--- src/rtl/reg_writeback.sv ---
// Writeback queue: round-robin arbitration of ALU/decoder register writes into an
// in-order circular buffer feeding the register file write port. Optional WB_BYPASS_EN.
module reg_writeback #(
  parameter int DEPTH  = 4,
  parameter int DATA_W = 32,
  parameter int ADDR_W = 3,
  localparam int PTR_W = (DEPTH > 1) ? $clog2(DEPTH) : 1,
  localparam int CNT_W = $clog2(DEPTH) + 1,
  localparam int NREG  = 1 << ADDR_W
) (
  input  logic              clk,
  input  logic              reset,
  input  logic              alu_valid,
  input  logic [ADDR_W-1:0] alu_addr,
  input  logic [DATA_W-1:0] alu_data,
  output logic              alu_ready,
  input  logic              id_valid,
  input  logic [ADDR_W-1:0] id_addr,
  input  logic [DATA_W-1:0] id_data,
  output logic              id_ready,
  output logic [ADDR_W-1:0] wb_addr,
  output logic [DATA_W-1:0] wb_value_alu,
  output logic [DATA_W-1:0] wb_value_id,
  output logic              wb_data_sel,
  output logic              wb_enable,
  output logic [NREG-1:0]   pend_mask,
  output logic [CNT_W-1:0]  count
);

  logic [ADDR_W-1:0] q_addr [DEPTH];
  logic [DATA_W-1:0] q_data [DEPTH];
  logic              q_src  [DEPTH];

  logic [PTR_W-1:0]  wr_ptr, rd_ptr, ofs;
  logic [CNT_W-1:0]  count_q;
  logic              last_id;
  logic              not_full, id_gnt, alu_acc, id_acc, push, pop, bypass, enq;
  logic [ADDR_W-1:0] in_addr;
  logic [DATA_W-1:0] in_data;
  logic              in_src;

  // Handshake: a request transfers on the rising edge where valid && ready are both
  // high. Ready depends only on registered occupancy and the grant, never on the pop.
  always_comb begin
    not_full  = (count_q != CNT_W'(DEPTH));
    id_gnt    = id_valid && (!alu_valid || !last_id);
    alu_ready = not_full && !id_gnt;
    id_ready  = not_full && id_gnt;
    alu_acc   = alu_valid && alu_ready;
    id_acc    = id_valid && id_ready;
    push      = alu_acc || id_acc;
    in_addr   = alu_acc ? alu_addr : id_addr;
    in_data   = alu_acc ? alu_data : id_data;
    in_src    = alu_acc;
    pop       = (count_q != '0);
`ifdef WB_BYPASS_EN
    bypass    = push && (count_q == '0);
`else
    bypass    = 1'b0;
`endif
    enq       = push && !bypass;
  end

  always_ff @(posedge clk) begin
    if (enq) begin
      q_addr[wr_ptr] <= in_addr;
      q_data[wr_ptr] <= in_data;
      q_src[wr_ptr]  <= in_src;
    end
  end

  always_ff @(posedge clk or negedge reset) begin
    if (!reset) begin
      wr_ptr       <= '0;
      rd_ptr       <= '0;
      count_q      <= '0;
      last_id      <= 1'b1;
      wb_addr      <= '0;
      wb_value_alu <= '0;
      wb_value_id  <= '0;
      wb_data_sel  <= 1'b0;
      wb_enable    <= 1'b0;
    end else begin
      if (push) last_id <= id_acc;
      if (enq)  wr_ptr  <= wr_ptr + 1'b1;
      if (pop)  rd_ptr  <= rd_ptr + 1'b1;
      if (enq && !pop)      count_q <= count_q + 1'b1;
      else if (!enq && pop) count_q <= count_q - 1'b1;
      if (pop) begin
        wb_enable    <= 1'b1;
        wb_addr      <= q_addr[rd_ptr];
        wb_data_sel  <= q_src[rd_ptr];
        wb_value_alu <= q_src[rd_ptr] ? q_data[rd_ptr] : '0;
        wb_value_id  <= q_src[rd_ptr] ? '0 : q_data[rd_ptr];
      end else if (bypass) begin
        wb_enable    <= 1'b1;
        wb_addr      <= in_addr;
        wb_data_sel  <= in_src;
        wb_value_alu <= in_src ? in_data : '0;
        wb_value_id  <= in_src ? '0 : in_data;
      end else begin
        wb_enable    <= 1'b0;
      end
    end
  end

  // An entry is live when its distance from the read pointer is below the count.
  always_comb begin
    pend_mask = '0;
    ofs       = '0;
    for (int i = 0; i < DEPTH; i++) begin
      ofs = PTR_W'(i) - rd_ptr;
      if (CNT_W'(ofs) < count_q) pend_mask[q_addr[i]] = 1'b1;
    end
    if (wb_enable) pend_mask[wb_addr] = 1'b1;
  end

  assign count = count_q;

endmodule
--- config.mk ---
export PLATFORM = sky130hd
export DESIGN_NAME = reg_writeback
export DESIGN_NICKNAME = d
export VERILOG_FILES = /design/src/rtl/reg_writeback.sv
export SDC_FILE = /design/constraint.sdc
export NUM_CORES = 1
export LEC_CHECK = 0
export ABC_CLOCK_PERIOD_IN_PS = 3120
export BUFFER_PORTS_ARGS = -buffer_cell sky130_fd_sc_hd__buf_2
export CELL_PAD_IN_SITES_DETAIL_PLACEMENT = 0
export CELL_PAD_IN_SITES_GLOBAL_PLACEMENT = 1
export CORE_AREA = 2 2 151 153
export CTS_BUF_LIST = sky130_fd_sc_hd__clkbuf_2
export DETAILED_ROUTE_END_ITERATION = 7
export DIE_AREA = 0 0 153 155
export PLACE_DENSITY = 0.87
export SYNTH_ARGS = -nofsm -noshare
export SYNTH_HDL_FRONTEND = slang
export SYNTH_SLANG_ARGS = --single-unit
--- constraint.sdc ---
create_clock -name clk -period 3.12 [get_ports clk]
set_clock_uncertainty 0.05 [all_clocks]
set_input_delay 0.624 -clock clk [delete_from_list [all_inputs] [get_ports clk]]
set_output_delay 0.624 -clock clk [all_outputs]
set_load 0.02 [all_outputs]
---- After elaboration in Yosys (flattened, before gate mapping) ----
Memory sizes are Yosys's and may differ from the RTL's. A register that Yosys moved wholly into a read port is not among the register bits.
Index checks and enable logic that the tools add are counted.
word-level totals
  bits in latches ......................... 0
  RAM bits ................................ 144
  register bits after elaboration ......... 74
  output and inout port bits .............. 82
  word-level logic and storage cells ...... 84
  memories kept ........................... 3
  ROM bits ................................ 0
  input bits .............................. 74
memory list
  name    depth  width  rd ports  clocked after memory_dff  wr ports  RTL line  RTL
  q_data  4      32     1         0                         1         31        logic [DATA_W-1:0] q_data [DEPTH];
  q_addr  4      3      5         1                         1         30        logic [ADDR_W-1:0] q_addr [DEPTH];
  q_src   4      1      1         0                         1         32        logic q_src [DEPTH];
cells by class
  equal/unequal tests ..................... 1
  div/mod/pow operators ................... 0
  bitwise logic cells ..................... 4
  multipliers ............................. 0
  $add $sub $neg .......................... 8
  mux-type cells .......................... 24
  shift-type cells ........................ 0
  order comparisons ....................... 14
  reduce and logical (&&, ||, !) cells .... 22
operators by type and width
  cell                                                                                  number
  32-bit 2-to-1 mux                                                                     3
  8-bit 2-to-1 mux                                                                      5
  8-bit bitwise OR                                                                      4
  3-bit by 4-bit less-than comparator with 1-bit output (second input constant)         5
  1-bit demux with 3-bit select                                                         5
  3-bit by 1-bit greater-or-equal comparator with 1-bit output (second input constant)  5
  1-bit logical AND                                                                     12
  2-bit by 3-bit less-than comparator with 1-bit output                                 4
  3-bit 2-to-1 mux                                                                      3
  1-bit 2-to-1 mux                                                                      8
  1-bit logical NOT                                                                     6
  2-bit by 1-bit adder with 2-bit output (second input constant)                        2
  1-bit by 2-bit subtractor with 2-bit output (first input constant)                    2
  2-bit subtractor (first input constant)                                               2
  3-bit by 1-bit adder with 3-bit output (second input constant)                        1
  3-bit != test (second input constant)                                                 1
  3-bit nonzero test                                                                    1
  3-bit by 1-bit subtractor with 3-bit output (second input constant)                   1
  1-bit logical OR                                                                      2
  2-bit nonzero test                                                                    1

---- Depth between registers and ports, before layout ----
Gate-level depths: netlist of run 1.
An unclocked memory read counts as a cell.
  depth in word-level cells ............... 14
  gate-level depth with buffers ........... 9
  mapped depth without buffers ............ 8

---- Worst setup path after synthesis of run 1 ----
OpenSTA, ideal clock, no wires.
  path kind ............................... flip-flop to flip-flop
  start point ............................. reg count_q[0], in the netlist count[0]
  end point ............................... mem q_addr[0][0] (enable)
  data arrival time ....................... 2.685 ns
  path slack .............................. -0.049 ns
  setup time .............................. 0.434 ns
  path buffers ............................ 1
  stages on the path, launching flop included .. 6
  required time ........................... 2.636 ns
  cell sequence ........................... dfrtp_1 > buf_4 > nor2_2 > nand2_1 > o21ai_1 > nor2b_1
between the ends
  word-level cells in the longest chain between the ends .. 6
  elaborated cells on any way between the ends .. 8
  classes of those cells .................. eq/ne: 1; mux: 2; reduce/logical: 5
RTL lines
  element                                      RTL line  RTL
  start: declaration                           35        logic [CNT_W-1:0] count_q;
  start signal: assignment                     87        if (enq && !pop) count_q <= count_q + 1'b1;
  start signal: assignment                     88        else if (!enq && pop) count_q <= count_q - 1'b1;
  3-bit != test *                              45        not_full = (count_q != CNT_W'(DEPTH));
  1-bit logical AND, on equally long branches  47, 48
  1-bit logical AND, on equally long branches  49, 50
  1-bit logical OR *                           51        push = alu_acc || id_acc;
  1-bit 2-to-1 mux *                           65        if (enq) begin
  1-bit 2-to-1 mux (not written as such) *     66        q_addr[wr_ptr] <= in_addr;
  end: declaration                             30
Every way passes the cells marked *; elsewhere a longest branch is shown, timed or not.

---- Worst setup path in the final report of run 1 ----
  start point ............................. reg rd_ptr[0]
  end point ............................... out pend_mask[1]
between the ends
  word-level cells in the longest chain between the ends .. 11
  elaborated cells on any way between the ends .. 17
  classes of those cells .................. add/sub: 4; order compare: 4; mux: 5; bitwise: 4
RTL lines
  element                                                RTL line  RTL
  start: declaration                                     34        logic [PTR_W-1:0] wr_ptr, rd_ptr, ofs;
  start signal: assignment                               86        if (pop) rd_ptr <= rd_ptr + 1'b1;
  1-bit by 2-bit subtractor with 2-bit output            112       ofs = PTR_W'(i) - rd_ptr;
  2-bit by 3-bit less-than comparator with 1-bit output  113       if (CNT_W'(ofs) < count_q) pend_mask[q_addr[i]] = 1'b1;
  8-bit 2-to-1 mux                                       113
  8-bit bitwise OR (no line)                             n/a
  8-bit 2-to-1 mux                                       113
  8-bit bitwise OR (no line)                             n/a
  8-bit 2-to-1 mux                                       113
  8-bit bitwise OR (no line)                             n/a
  8-bit 2-to-1 mux *                                     113
  8-bit bitwise OR (no line)                             n/a
  8-bit 2-to-1 mux *                                     115       if (wb_enable) pend_mask[wb_addr] = 1'b1;
  end: declaration                                       26        output logic [NREG-1:0] pend_mask,
Marked as above.

==> impl_metrics.tcl, run 1 <==
set metrics [dict create \
    violations "setup timing" \
    yosys_warnings 0 \
    maxCapViolCount 0 \
    syn_nets 742 \
    yosysTopAreaCell "edfxtp_1" \
    grt_pass1_vias 6329 \
    p_leak_nw 4.90 \
    num_rows 55 \
    synth_top_area_share 0.463 \
    tightest_slew_ns 1.01 \
    clkLatencyLatePin_ns 0.80 \
    fp.dieArea_sq_um 23700 \
    syn_area_sq_um 9350 \
    rsz0062_at_grt "yes" \
    dpl_cell_area_sq_um 10500 \
    vias 6066 \
    cp-end-kind "output port" \
    cts_tree "done" \
    period_needed_ns 3.55 \
    cp_slowest_cell "dfrtp_4" \
    worst_slack_ns -0.430 \
    routed_wl_mm 20.4 \
    grt_max_degree 71 \
    crit_start "rd_ptr[0]" \
    antenna_found_initial 1 \
    cts_buffers 57 \
    holdWs_ns 0.125 \
    synthArstFlopShare 0.348 \
    crit_path_start_kind "register" \
    maxClockFrequency_mhz 282 \
    drc 0 \
    dpl.hpwl_mm 12.9 \
    nets 942 \
    syn_to_final_growth_pct 20.4 \
    cp_max_fo 4 \
    die_x_microns 153 \
    cts-htree-levels 2 \
    fin_crit_sh 1.14 \
    synthTopCellsByCount "nand2_1 (148), edfxtp_1 (144), dfrtp_1 (76), nand3_1 (68), mux2_2 (36)" \
    gp_congestion 0.843 \
    slew_viol_final 0 \
    slew_headroom 0.325 \
    nFillCells 1957 \
    drive_gt1_frac 0.421 \
    synth_edf_count 144 \
    port_buffers 155 \
    dp_slack_ns 0.269 \
    clockBufferDepth 3 \
    critical_path_class "register to output port" \
    hold_violations 0 \
    fin_util 0.506 \
    arrival_ns 2.88 \
    viasPerCell 5.08 \
    drt-initial-drc-count 330 \
    powerDensity_nw_per_um2 1100 \
    grt_use_total 0.174 \
    core-area_sq_um 22200 \
    path_cells "xnor2_4 > inv_2 > ha_1 > and2b_1 > a211o_1 > buf_4 > nor3_1 > or4_1 > buf_2" \
    avgSynthCellArea_sq_um 14.2 \
    pin_count 156 \
    synth-seq-cells 221 \
    reg2reg_from "count[0]" \
    cp.required_ns 2.45 \
    globalRoute.totalOverflow 0 \
    synth.distinct_cells 47 \
    start_util 0.421 \
    final-setup-viol-count 8 \
    path_clk_slew_ns 0.10 \
    status "complete, but fails checks" \
    die_h_microns 155 \
    root_buffer "clkbuf_2" \
    post_drt_wl_per_cell_microns 17.1 \
    yosysMostFrequentCell "nand2_1" \
    fin_area_sq_um 11300 \
    grt_pass1_wl_mm 32.6 \
    netlist_top_cells_area "edfxtp_1 (46%), dfrtp_1 (20%), mux4_2 (8.4%)" \
    ys_seq_area_frac 0.669 \
    drtAntennaViolNets 0 \
    cts.sinks 221 \
    cpPeakStageDelay_ns 0.52 \
    min_path_type "input port to register" \
    synth_ff_type "edfxtp_1" \
    ir_drop_mv 0.507 \
    r2r_slack_ns 0.62 \
    syn_inst 659 \
    drt-pass1-iter-count 5 \
    worstHoldStart "alu_data[11]" \
]
[per-stage QoR]
step                TNS, ns  cells  total power [mW]
floorplan             -7.04    659              8.47
global placement          0   1076              10.0
detailed placement        0   1076              10.1
CTS                   -3.63   1192              12.5
global route          -3.85   1194              13.3
finish                -2.51   1194              12.4
[cells in the final DEF, fill, tap and decap left out, types with 3 or more instances in the layout]
cell type  instances
a211oi_2           4
a31oi_1            4
buf_12             3
buf_2            151
buf_4             22
buf_6              4
clkbuf_2          95
clkinv_1           7
dfrtp_1           74
edfxtp_1         144
ha_1               8
inv_1              9
inv_2              4
mux2_2            36
mux4_2            35
nand2_1          148
nand2b_1           4
nand3_1           68
nand3b_1           6
nand4_1            3
nor2_1             9
nor2b_1            4
nor2b_4            5
nor3_1             5
nor3b_1            6
xnor2_1            6
[layer usage]
layer,up-vias,GRT usage,part of all wire
met5,-,0,0
met4,0,0.0679,0.026
met3,37,0.0409,0.060
met2,207,0.293,0.49
met1,2973,0.219,0.43
li1,2849,-,-
[sequential cells by signal, indices dropped and copies added, names as in the netlist, 2 cells and up]
register and count:
q_data 128, wb_value_alu 32, wb_value_id 32, q_addr 12, q_src 4, count 3, wb_addr 3, rd_ptr 2
wr_ptr 2
[critical path: cells and delay by family, from the launching register on]
kind	cells	cell delay [ns]
fa+ha+maj	1	0.26
xor+xnor	1	0.18
compound gates	1	0.22
flops	1	0.52
simple gates	3	0.57
buf+inv	3	0.35
[area by class of cell]
cell class | count | area (sq um) | share of cell area
flip-flops and latches | 221 | 6260 | 0.556
multi-input cells | 385 | 2970 | 0.263
repair buffers | 181 | 1040 | 0.0921
clock buffers | 95 | 475 | 0.0422
well taps | 285 | 357 | 0.0317
clock inverters | 13 | 113 | 0.0100
inverters | 13 | 48.8 | 0.00434
diodes | 1 | 2.50 | 0.000222
[cells by family (layout without fill, tap and decap cells)]
| kind of cell | Yosys count | after routing | share of synthesized area |
|---|---|---|---|
| and+or+nand+nor | 271 | 271 | 0.135 |
| muxes | 75 | 75 | 0.132 |
| other | 0 | 1 | 0 |
| buffers and inverters | 53 | 302 | 0.0268 |
| DFF | 221 | 221 | 0.669 |
| AOI/OAI and AO/OA | 21 | 21 | 0.0173 |
| adders and majority gates | 9 | 9 | 0.0120 |
| xor gates and xnor gates | 9 | 9 | 0.00843 |
[power by group]
part | internal, mW | leakage, nW | total (mW) | switching (mW)
Clock | 0.968 | 0.446 | 2.12 | 1.16
Sequential | 4.34 | 2.31 | 4.83 | 0.486
Combinational | 2.22 | 2.14 | 5.48 | 3.26
[timing repair]
item,CTS,global route
pin swaps,7,4
endpoints found under the hold margin,44,0
setup buffers,7,1
hold buffers,1,0
gates resized for setup,14,9
setup endpoints to repair,8,8
[path summary, 6_finish.rpt]
path                                        end  cells past startpoint
worst max-delay path               pend_mask[1]                      9
worst min-delay path              q_data[3][11]                      2
worst max register to register     q_data[2][0]                      5
worst min register to register  wb_value_alu[8]                      2
max in group asynchronous       wb_value_id[22]                      3
min in group asynchronous             wb_enable                      2
(Power assumes the default switching activity.)
==> run 2, diff against run 1 <==
- CORE_AREA: 2 2 151 153 -> 2 2 197 199
- DIE_AREA: 0 0 153 155 -> 0 0 199 201
- PLACE_DENSITY: 0.87 -> 0.6
==> run 2 against run 1 <==
Effect of this change: the flow still finishes with violations (setup timing); highest routed layer is now met5; sequential share of layout area fell by 2.6 points; setup slack better by 0.060 ns; critical path depth decreased by 2.
==> impl_metrics.tcl, run 2 (synthesized netlist as in run 1, its figures left out) <==
set metrics [dict create \
    drtAntennaViolNets 0 \
    gp_congestion 0.804 \
    fin_util 0.310 \
    antenna_found_initial 2 \
    reg2reg_from "count[0]" \
    place_inst 1309 \
    final_cells 1457 \
    rsz0062_at_grt "yes" \
    cp-end-kind "output port" \
    cp_max_fo 4 \
    cts_tree "done" \
    clkLatencyLatePin_ns 0.87 \
    slew_viol_final 0 \
    setup.worst_path.end "pend_mask[3]" \
    powerDensity_nw_per_um2 1060 \
    violations "setup timing" \
    port_buffers 155 \
    dpl_cell_area_sq_um 10800 \
    period_needed_ns 3.49 \
    path_clk_slew_ns 0.11 \
    root_buffer "clkbuf_2" \
    start_util 0.245 \
    num_rows 72 \
    dpl.hpwl_mm 14.9 \
    drc 0 \
    die_x_microns 199 \
    vias 6142 \
    ir_drop_mv 0.408 \
    final-setup-viol-count 8 \
    cts-htree-levels 2 \
    regMostFlops "q_data" \
    grt_use_total 0.121 \
    grt_max_degree 71 \
    hold_violations 0 \
    post_drt_wl_per_cell_microns 16.2 \
    grt_pass1_wl_mm 37.0 \
    reg2reg_depth 5 \
    cts.sinks 221 \
    cts_buffers 56 \
    drt-initial-drc-count 268 \
    crit_path_start_kind "register" \
    layout_commonest_cell "nand2_1" \
    fin_crit_sh 1.12 \
    status "complete, but fails checks" \
    fp.dieArea_sq_um 40000 \
    routed_wl_mm 23.6 \
    min_path_type "input port to register" \
    r2r_slack_ns 0.27 \
    p_leak_nw 5.00 \
    drive_gt1_frac 0.390 \
    fin_area_sq_um 11800 \
    largest_reg_flops 128 \
    reg.largest.list "q_data x128, wb_value_alu x32, wb_value_id x32" \
    fin_setup_tns_ns -2.50 \
    grt_pass1_vias 6479 \
    viasPerCell 4.22 \
    critical_path_class "register to output port" \
    syn_to_final_growth_pct 26.3 \
    maxCapViolCount 0 \
    tightest_slew_ns 1.06 \
    maxClockFrequency_mhz 287 \
    drt-pass1-iter-count 4 \
    worstHoldStart "alu_data[4]" \
    nets 973 \
    clockBufferDepth 3 \
    r2r-end "q_data[1][26]" \
    arrival_ns 2.82 \
    globalRoute.totalOverflow 0 \
    worst_slack_ns -0.370 \
    slew_headroom 0.289 \
    core-area_sq_um 38100 \
    pin_count 156 \
    crit_start "rd_ptr[0]" \
    cp.required_ns 2.45 \
    final_cell_mix "nand2_1 (148), buf_2 (147), edfxtp_1 (144)" \
    die_h_microns 201 \
]
==> run 2: cell count changes in the layout (fill, tap and decap cells not counted), sizes merged <==
cell and change:
dlygate4sd3 +34, clkinvlp -1, inv +3, clkbuf -13
bufinv -1, buf -2, clkinv +10
==> run 2: worst min-delay path by stage <==
stage / slack, ns / endpoint / cells after the start
after floorplan: 0.28 / count[0] / 0
after global placement: 0.40 / wb_value_alu[1] / 2
after detailed placement: 0.40 / wb_value_id[13] / 2
after CTS: 0.003 / q_data[2][3] / 2
after global routing: 0.005 / q_data[3][4] / 2
final: 0.13 / q_data[2][4] / 2
==> run 2: layout make-up <==
cell class / count / area [sq um]
clock inverters: 24 / 141
repair buffers: 213 / 1360
multi-input cells: 385 / 2940
well taps: 518 / 648
inverters: 13 / 48.8
diodes: 1 / 2.50
fillers: 3920 / 26300
flip-flops and latches: 221 / 6260
clock buffers: 82 / 410
==> run 2: stage by stage <==
step	total power [mW]	setup WS (ns)	hold WS, ns
3_5_place_dp	10.3	0.345	0.400
3_3_place_gp	10.3	0.357	0.398
6_report	12.5	-0.370	0.129
2_1_floorplan	8.47	-0.0489	0.278
4_1_cts	12.7	-0.493	0.00334
5_1_grt	13.5	-0.603	0.00461
==> run 2: worst max-delay path, cell delays in order (launching register included) <==
cell	delay, ns
dfrtp_4	0.50
xnor2_2	0.14
ha_1	0.28
nor2b_4	0.14
a211o_1	0.21
nor3b_1	0.07
or4_1	0.52
buf_6	0.15
==> run 2: repair_timing <==
action / CTS / global route
setup buffers: 5 / 1
gates resized for setup: 20 / 3
pin swaps: 9 / 3
setup endpoints to repair: 8 / 8
hold buffers: 35 / 0
endpoints found under the hold margin: 94 / 0
==> run 2: where the power goes <==
| part | internal [mW] | switching (mW) | total (mW) |
|---|---|---|---|
| clock network | 0.822 | 1.22 | 2.04 |
| logic | 2.26 | 3.36 | 5.62 |
| registers | 4.34 | 0.473 | 4.82 |
==> run 2: per-layer routing <==
metal | wire (microns) | vias to the layer above | global-route usage | share of wire
li1 | - | 2910 | - | -
met5 | 13 | - | 0 | 0.00055
met1 | 10200 | 3017 | 0.156 | 0.43
met4 | 480 | 2 | 0.0392 | 0.020
met2 | 11600 | 168 | 0.204 | 0.49
met3 | 1230 | 45 | 0.0244 | 0.052
==> run 3, diff against run 2 <==
- ABC_CLOCK_PERIOD_IN_PS: 3120 -> 2900
- clock period: 3.12 -> 2.9 ns (I/O delays scaled with it)
==> run 3 against run 2 <==
Effect of this change: the flow still finishes with violations (setup timing); largest power group unchanged; via count up 2.6%; non-clock buffer count up 35; count of clock-buffer cells in the layout up 8; utilization up 1.4 points; wire length up 2.5%; clock power up 6%; cell count up 3.0%; sequential power up 8.1%.
==> impl_metrics.tcl, run 3 (synthesized netlist as in run 1, its figures left out) <==
set metrics [dict create \
    status "complete, but fails checks" \
    violations "setup timing" \
    cts_buffers 61 \
    root_buffer "clkbuf_2" \
    crit_path_start_kind "register" \
    dpl.hpwl_mm 14.9 \
    multi_input_area_sq_um 3020 \
    grt_max_degree 46 \
    grt_pass1_vias 6657 \
    hold_violations 0 \
    worst_slack_ns -0.632 \
    drt-initial-drc-count 260 \
    pin_count 156 \
    maxCapViolCount 0 \
    rsz0062_at_grt "yes" \
    grt_pass1_wl_mm 37.2 \
    cpPeakStageDelay_ns 0.51 \
    p_leak_nw 5.20 \
    syn_to_final_growth_pct 31.9 \
    arrival_ns 2.90 \
    grt_use_total 0.121 \
    slew_headroom 0.549 \
    place_inst 1311 \
    die_h_microns 201 \
    cts_tree "done" \
    swShare 0.404 \
    cp_max_fo 4 \
    path_clk_slew_ns 0.08 \
    port_buffers 155 \
    fp.dieArea_sq_um 40000 \
    drt-pass1-iter-count 5 \
    p_int_mw 8.23 \
    routed_wl_mm 24.1 \
    critical_path_class "register to output port" \
    path_cells "xnor2_4 > inv_2 > ha_4 > and2b_1 > a211o_4 > o32ai_4 > or4_4 > buf_6" \
    powerDensity_nw_per_um2 1120 \
    num_rows 72 \
    total_power_mw 13.8 \
    final_cell_mix "nand2_1 (147), buf_2 (146), edfxtp_1 (144)" \
    seq_area_sq_um 6260 \
    ir_drop_mv 0.384 \
    fin_crit_sh 1.22 \
    cts-htree-levels 2 \
    post_drt_wl_per_cell_microns 16.1 \
    tightest_slew_ns 0.675 \
    nets 1013 \
    cp.required_ns 2.27 \
    cp_slowest_cell "dfrtp_4" \
    layout_commonest_cell "nand2_1" \
    start_util 0.245 \
    drive_gt1_frac 0.392 \
    final-setup-viol-count 8 \
    antenna_found_initial 1 \
    p_switching_mw 5.57 \
    cts.sinks 221 \
    reg.largest.list "q_data x128, wb_value_alu x32, wb_value_id x32" \
    p_seq_frac 0.378 \
    fin_util 0.324 \
    power_frac_comb 0.465 \
    die_x_microns 199 \
    viasPerCell 4.20 \
    gp_congestion 0.811 \
    drtAntennaViolNets 0 \
    clkPwrFrac 0.157 \
    maxClockFrequency_mhz 283 \
    holdWs_ns 0.132 \
    core-area_sq_um 38100 \
    slew_viol_final 0 \
    clkLatencyLatePin_ns 0.87 \
    min_path_type "input port to register" \
    fin_setup_tns_ns -4.47 \
    final_cells 1500 \
    drc 0 \
    regMostFlops "q_data" \
    globalRoute.totalOverflow 0 \
    largest_reg_flops 128 \
    period_needed_ns 3.53 \
    clockBufferDepth 3 \
    nFillCells 3849 \
    vias 6300 \
    cp-end-kind "output port" \
]
run 3: cell count changes in the layout (fill, tap and decap cells not counted), moves of 5 or more:
cell	before	now
clkbuf_2	82	90
dlygate4sd3_1	35	71
buf_4	24	17
buf_12	2	7
run 3: layer usage:
metal / track usage / vias up / wire (microns)
met5: 0 / - / 0
met4: 0.0402 / 0 / 418
met3: 0.0257 / 38 / 1000
met2: 0.203 / 159 / 11800
met1: 0.157 / 3115 / 10900
li1: - / 2988 / -
run 3: worst max-delay path: cells and delay by family (launching register included):
kind | cells | cell delay (ns)
AOI/OAI and AO/OA | 2 | 0.27
DFF | 1 | 0.51
buffers and inverters | 2 | 0.21
and+or+nand+nor | 2 | 0.65
xor gates and xnor gates | 1 | 0.18
adders and majority gates | 1 | 0.25
run 3: path summary, 6_finish.rpt:
path                                       from               to  slack, ns  cells after the start
worst max-delay path                  rd_ptr[0]     pend_mask[5]      -0.63                      8
worst min-delay path               alu_data[29]    q_data[1][29]       0.13                      2
worst max register to register         count[1]    q_data[0][19]       0.27                      7
worst min register to register  wb_value_id[24]  wb_value_id[24]       0.42                      2
max in group asynchronous                 reset  wb_value_id[15]       1.96                      3
min in group asynchronous                 reset  wb_value_id[20]       0.19                      2
run 3: through the flow:
stage                     worst slack, ns  instance area [sq um]
final                              -0.632                  12300
after global routing               -0.879                  12300
after global placement              0.157                  10900
after CTS                          -0.713                  12200
after floorplan                    -0.269                   9350
after detailed placement            0.154                  10900
run 3: layout make-up:
| class | instances | share of cell area |
|---|---|---|
| multi-input combinational | 385 | 0.245 |
| inverter | 13 | 0.00416 |
| antenna | 1 | 0.000203 |
| sequential | 221 | 0.508 |
| clock inverter | 24 | 0.00923 |
| timing repair buffer | 248 | 0.145 |
| tap | 518 | 0.0526 |
| clock buffer | 90 | 0.0365 |
run 3: power groups by stage:
stage	Combinational (mW)	Sequential (mW)	Clock, mW
finish	6.42	5.21	2.17
global route	7.09	5.33	2.48
CTS	6.41	5.21	2.31
detailed placement	5.99	5.27	0
global placement	5.95	5.24	0
floorplan	3.52	5.59	0
run 3: what timing repair did:
action,in CTS,in global routing
resized for setup,22,17
setup buffers,3,0
pin swaps,14,7
cloned,0,0
endpoints found under the hold margin,212,0
endpoints found under the setup margin,8,13
hold buffers,71,0
